--- src/rtl/rotary_pwm_dimmer.sv ---
`default_nettype none
// ============================================================================
// Module      : rotary_pwm_dimmer
// Description : Multi-channel LED dimmer controlled by a quadrature rotary
//               encoder with push switch. Detents raise/lower the selected
//               channel's level; presses cycle the selected channel. All
//               channels share one free-running PWM counter.
// Revision    : 1.0 - initial release
// ============================================================================
module rotary_pwm_dimmer #(
    parameter int PWM_BITS        = 8,
    parameter int CHANNELS        = 4,
    parameter int STEP            = 1,
    parameter int DEBOUNCE_CYCLES = 10000,
    localparam int c_SEL_W        = (CHANNELS > 1) ? $clog2(CHANNELS) : 1
) (
    input  logic                CLK,
    input  logic                RST,
    input  logic                ROT_A,
    input  logic                ROT_B,
    input  logic                ROT_CENTER,
    output logic [CHANNELS-1:0] LED,
    output logic [c_SEL_W-1:0]  SEL,
    output logic [PWM_BITS-1:0] LEVEL,
    output logic                ROT_EVENT
);

    // Debounce counter only needs to reach DEBOUNCE_CYCLES-1
    localparam int                  c_DB_W      = (DEBOUNCE_CYCLES > 1) ? $clog2(DEBOUNCE_CYCLES) : 1;
    localparam logic [c_DB_W-1:0]   c_DB_LAST   = c_DB_W'(DEBOUNCE_CYCLES - 1);
    localparam logic [c_SEL_W-1:0]  c_SEL_LAST  = c_SEL_W'(CHANNELS - 1);
    localparam logic [PWM_BITS-1:0] c_MAX       = {PWM_BITS{1'b1}};
    localparam logic [PWM_BITS:0]   c_MAX_W     = {1'b0, c_MAX};
    localparam logic [PWM_BITS:0]   c_STEP_W    = (PWM_BITS + 1)'(STEP);
    // Counter wraps one short of full scale so full scale means "always on"
    localparam logic [PWM_BITS-1:0] c_PWM_LAST  = c_MAX - 1'b1;

    // Bit 0 = A, bit 1 = B, bit 2 = CENTER
    logic [2:0] r_sync1;
    logic [2:0] r_sync2;
    logic [2:0] w_deb;

    // Two-flop synchronisers on the raw encoder pins
    always_ff @(posedge CLK or posedge RST) begin
        if (RST) begin
            r_sync1 <= 3'b000;
            r_sync2 <= 3'b000;
        end else begin
            r_sync1 <= {ROT_CENTER, ROT_B, ROT_A};
            r_sync2 <= r_sync1;
        end
    end

    generate
        for (genvar gi = 0; gi < 3; gi++) begin : g_debounce
            logic [c_DB_W-1:0] r_cnt;
            logic [c_DB_W-1:0] w_cnt_d;
            logic              r_state;
            logic              w_state_d;

            // Accept a new value only after it has been stable long enough
            always_comb begin
                w_cnt_d   = '0;
                w_state_d = r_state;
                if (r_sync2[gi] != r_state) begin
                    if (r_cnt == c_DB_LAST) begin
                        w_state_d = r_sync2[gi];
                    end else begin
                        w_cnt_d = r_cnt + 1'b1;
                    end
                end
            end

            // Debounce state register
            always_ff @(posedge CLK or posedge RST) begin
                if (RST) begin
                    r_cnt   <= '0;
                    r_state <= 1'b0;
                end else begin
                    r_cnt   <= w_cnt_d;
                    r_state <= w_state_d;
                end
            end

            assign w_deb[gi] = r_state;
        end
    endgenerate

    logic                r_a_prev;
    logic                r_c_prev;
    logic                r_event;
    logic                r_right;
    logic [c_SEL_W-1:0]  r_sel;
    logic [PWM_BITS-1:0] r_level [CHANNELS];
    logic [PWM_BITS-1:0] r_pwm_cnt;
    logic [CHANNELS-1:0] r_led;

    logic                w_a_rise;
    logic                w_c_rise;
    logic [c_SEL_W-1:0]  w_sel_d;
    logic [PWM_BITS-1:0] w_level_d [CHANNELS];
    logic [PWM_BITS:0]   w_cur;
    logic [PWM_BITS:0]   w_sum;
    logic [PWM_BITS:0]   w_diff;
    logic [PWM_BITS-1:0] w_new;
    logic [PWM_BITS-1:0] w_pwm_d;
    logic [CHANNELS-1:0] w_led_d;

    assign w_a_rise = w_deb[0] & ~r_a_prev;
    assign w_c_rise = w_deb[2] & ~r_c_prev;

    // Saturating level update on the selected channel, selection advance,
    // PWM counter and per-channel compare
    always_comb begin
        for (int i = 0; i < CHANNELS; i++) begin
            w_level_d[i] = r_level[i];
        end
        // One extra bit keeps overflow/borrow visible so the level never wraps
        w_cur  = {1'b0, r_level[r_sel]};
        w_sum  = w_cur + c_STEP_W;
        w_diff = w_cur - c_STEP_W;
        w_new  = r_level[r_sel];
        if (r_event) begin
            if (r_right) begin
                w_new = (w_sum > c_MAX_W) ? c_MAX : w_sum[PWM_BITS-1:0];
            end else begin
                w_new = w_diff[PWM_BITS] ? '0 : w_diff[PWM_BITS-1:0];
            end
            // Uses the pre-press selection even if a press lands this cycle
            w_level_d[r_sel] = w_new;
        end

        w_sel_d = r_sel;
        if (w_c_rise) begin
            w_sel_d = (r_sel == c_SEL_LAST) ? '0 : r_sel + 1'b1;
        end

        w_pwm_d = (r_pwm_cnt == c_PWM_LAST) ? '0 : r_pwm_cnt + 1'b1;

        for (int i = 0; i < CHANNELS; i++) begin
            w_led_d[i] = (r_pwm_cnt < r_level[i]);
        end
    end

    // Control, level and PWM state registers
    always_ff @(posedge CLK or posedge RST) begin
        if (RST) begin
            r_a_prev  <= 1'b0;
            r_c_prev  <= 1'b0;
            r_event   <= 1'b0;
            r_right   <= 1'b0;
            r_sel     <= '0;
            r_pwm_cnt <= '0;
            r_led     <= '0;
            for (int i = 0; i < CHANNELS; i++) begin
                r_level[i] <= '0;
            end
        end else begin
            r_a_prev  <= w_deb[0];
            r_c_prev  <= w_deb[2];
            r_event   <= w_a_rise;
            // B low at the A rising edge means clockwise (increment)
            r_right   <= ~w_deb[1];
            r_sel     <= w_sel_d;
            r_pwm_cnt <= w_pwm_d;
            r_led     <= w_led_d;
            for (int i = 0; i < CHANNELS; i++) begin
                r_level[i] <= w_level_d[i];
            end
        end
    end

    assign LED       = r_led;
    assign SEL       = r_sel;
    assign LEVEL     = r_level[r_sel];
    assign ROT_EVENT = r_event;

endmodule
`default_nettype wire

--- config.mk ---
export PLATFORM = sky130hd
export DESIGN_NAME = rotary_pwm_dimmer
export DESIGN_NICKNAME = d
export VERILOG_FILES = /design/src/rtl/rotary_pwm_dimmer.sv
export SDC_FILE = /design/constraint.sdc
export NUM_CORES = 1
export LEC_CHECK = 0
export ABC_CLOCK_PERIOD_IN_PS = 3100
export CAP_MARGIN = 10
export CORE_ASPECT_RATIO = 0.5
export CORE_MARGIN = 2
export CORE_UTILIZATION = 40
export CTS_BUF_LIST = sky130_fd_sc_hd__clkbuf_16
export CTS_CLUSTER_SIZE = 16
export DETAILED_ROUTE_END_ITERATION = 12
export GPL_TIMING_DRIVEN = 0
export PLACE_DENSITY_LB_ADDON = 0.1
export SETUP_SLACK_MARGIN = 0.15
export SYNTH_ARGS = -nofsm -noshare
export SYNTH_HDL_FRONTEND = slang
export SYNTH_SLANG_ARGS = --single-unit
--- constraint.sdc ---
create_clock -name CLK -period 3.1 [get_ports CLK]
set_input_delay 0.62 -clock CLK [delete_from_list [all_inputs] [get_ports CLK]]
set_output_delay 0.62 -clock CLK [all_outputs]
set_load 0.03 [all_outputs]
==> key figures <==
Routing
  – First-pass detailed-route iteration total: 4
  – WL/cell: 14.8 um
  – Initial DRC count: 221
  – Vias per Instance: 5.05
  – Vias: 3852
  – Routed wire length: 11.3 mm
  – Remaining DRCs: 0
  – Routed Antenna Nets: 0

Layout
  – Layout area overhead: 16.4%
  – Final Util: 0.474
  – Layout cell share with drive strength beyond 1: 0.145
  – Nets: 628
  – Antenna cells: 0
  – Fillers: 1306

Yosys
  – Asr flop ratio synth: 1.00
  – Syn Inst Count: 541
  – Syn nets: 586
  – Top cells by count, synth: dfrtp_1, nor2_1, nand2_1
  – Warnings, synthesis: 0
  – Top-count cell post-synth: dfrtp_1
  – Post-Syn Area: 5510 sq um
  – Yosys top cell area share: 0.459
  – Ranking of synthesized cells by area: dfrtp_1, ha_1, nor2_1
  – Synth unique cells: 50
  – FF+latch count, synth: 101
  – Post-synth top area cell: dfrtp_1
  – Sequential area share after synthesis: 0.459
  – Avg Cell Area, Syn: 10.2 sq um
  – Most used DFF post-synth: dfrtp_1
  – Post-synth EDFFs: 0

CTS
  – Sinks on Clock Net: 101
  – Clock Latency Late Sink: 0.34 ns
  – CTS max path bufs: 2
  – CTS Hold Buffers Added: 0
  – Worst-path clk slew: 0.07 ns
  – Max H-tree Level: 3
  – CTS buffer count: 9
  – CTS tree: built
  – Root buffer cell: clkbuf_16

GRT
  – Grt total ovfl: 0
  – Global-route wire length before repair: 19.7 mm
  – Vias in the first global route: 3956
  – Pin count of the biggest net entering global routing: 38
  – Antenna violations before repair: 0
  – GRT Overall Usage: 0.170

Worst setup path
  – Worst reg-to-reg setup slack: 0.23 ns
  – Beginning of the critical path: SEL[1]
  – Setup crit end kind: flip-flop
  – CP Max Fanout: 8
  – R2r startpoint: SEL[1]
  – Startpoint Class: flip-flop
  – Arr. time, crit path: 3.10 ns
  – Crit Path Class: reg2reg
  – Required time of the critical path: 3.33 ns

STA
  – Fin crit period: 2.87 ns
  – Clock Skews: 0.00572 ns
  – Pins over their slew limit: 0
  – Final count of hold timing violations: 0
  – Worst Slack Setup Final: 0.231 ns
  – Least-Margin Pin Slew: 0.728 ns
  – RSZ-0062 raised after global routing: true
  – Slew margin rel.: 0.513
  – Hold Slack: 0.355 ns
  – # setup viols final: 0
  – Max Fclk: 0.349 GHz
  – Crit share post-route: 0.925

Pwr
  – Power Density: 385 nW/um^2
  – Total power draw: 0.00247 W
  – Peak VDD IR: 253 uV
  – Leak: 2.86 nW

Floorplanning
  – IO Pins: 20
  – Initial core utilization: 0.408
  – Die height: 87.0 um
  – FP Rows: 30
  – Die W: 170 um
  – Die ar.: 14800 sq um
  – Core Area: 13500 sq um

Placed design
  – Pre-CTS setup slack: -0.0446 ns
  – Gpl congestion: 0.750
  – Port Buffers: 19
  – Post-detail-place hpwl: 8.01 mm

Outcome
  – Outcome: completed

Run
  – Max cap viols: 0

Hold path
  – Hold Crit Class: reg2reg
  – Hold_sp: r_sync1[0]
[placed cells by master, fill, tap and decap left out, types with 6 or more instances in the layout]
cell	synthesis	layout
a21oi_1	13	12
xor2_1	27	27
clkbuf_16	0	9
and3_1	13	13
nor2_1	71	71
buf_4	0	10
ha_1	40	39
inv_1	38	33
nand3_1	26	26
clkdlybuf4s50_1	0	15
clkbuf_1	8	8
nand4_1	6	6
nand2_1	45	44
mux4_2	9	9
mux2_2	20	20
o21ai_0	23	23
nor2b_1	7	7
nor3_1	11	11
a21o_1	9	9
dfrtp_1	101	99
xnor2_1	17	17
nand2b_1	6	6
[stage by stage]
step	setup TNS (ns)	instance area, sq um	cells
floorplan	0	5540	541
global placement	-0.173	5950	736
detailed placement	-0.142	5990	738
CTS	0	6290	755
global route	0	6410	763
finish	0	6410	763
[final cells by class]
type                       count  area, sq um  share of cell area
timing repair buffer          31          317              0.0494
clock inverter                 6         48.8             0.00761
tap                          176          220              0.0344
buffer                        14         93.8              0.0146
clock buffer                   9          225              0.0351
inverter                      39          153              0.0238
multi-input combinational    387         2820               0.440
sequential                   101         2530               0.395
[worst max-delay path: stages (launching register included)]
cell     delay (ns)
dfrtp_2        0.40
buf_12         0.14
mux4_2         0.52
buf_8          0.16
inv_4          0.07
ha_4           0.13
inv_2          0.05
nor4_4         0.17
and3_4         0.26
nor2_2         0.04
mux2_4         0.24
mux2_4         0.29
mux2_2         0.27
[timing repair]
action | CTS | global route
buffers inserted | 2 | 8
endpoints found under the setup margin | 16 | 26
pin swaps | 2 | 3
gates resized for setup | 4 | 15
[path summary, 6_finish.rpt]
check / endpoint / cells after the start
min reg2reg: r_sync2[0] / 0
min: r_sync2[0] / 0
max in group asynchronous: r_level[10] / 4
max reg2reg: r_level[21] / 12
max: r_level[21] / 12
min in group asynchronous: r_sync1[2] / 2
[registers in the layout (all words and copies together) (netlist names)]
name	cells
LED	4
ROT_EVENT	1
SEL	2
g_debounce.r_cnt	42
g_debounce.r_state	3
r_a_prev	1
r_c_prev	1
r_level	32
r_pwm_cnt	8
r_right	1
r_sync1	3
r_sync2	3
[where the power goes]
group / leakage, nW / switching (W) / internal (W)
Sequential: 1.37 / 0.00000873 / 0.00133
Combinational: 1.37 / 0.0000425 / 0.0000202
Clock: 0.125 / 0.000516 / 0.000549
Total: 2.86 / 0.000567 / 0.00190
[metal layers]
layer  track usage  up-vias  wire [um]
met1         0.234     1875       5850
met4        0.0350        0         97
met5             0        -          0
met3        0.0382        9        266
li1              -     1930          -
met2         0.278       38       5080
[logic make-up (layout without fill, tap and decap cells)]
kind of cell | count (synthesis) | in the layout | share of synthesized area
flip-flops | 101 | 101 | 0.459
XOR/XNOR | 44 | 44 | 0.0700
multiplexers | 34 | 34 | 0.0886
AND/OR/NAND/NOR | 204 | 204 | 0.178
AO/OA/AOI/OAI | 65 | 65 | 0.0738
adder cells (fa/ha/maj) | 40 | 40 | 0.0909
buffers and inverters | 53 | 99 | 0.0395
Note: power is estimated with default switching activity, not from simulation.
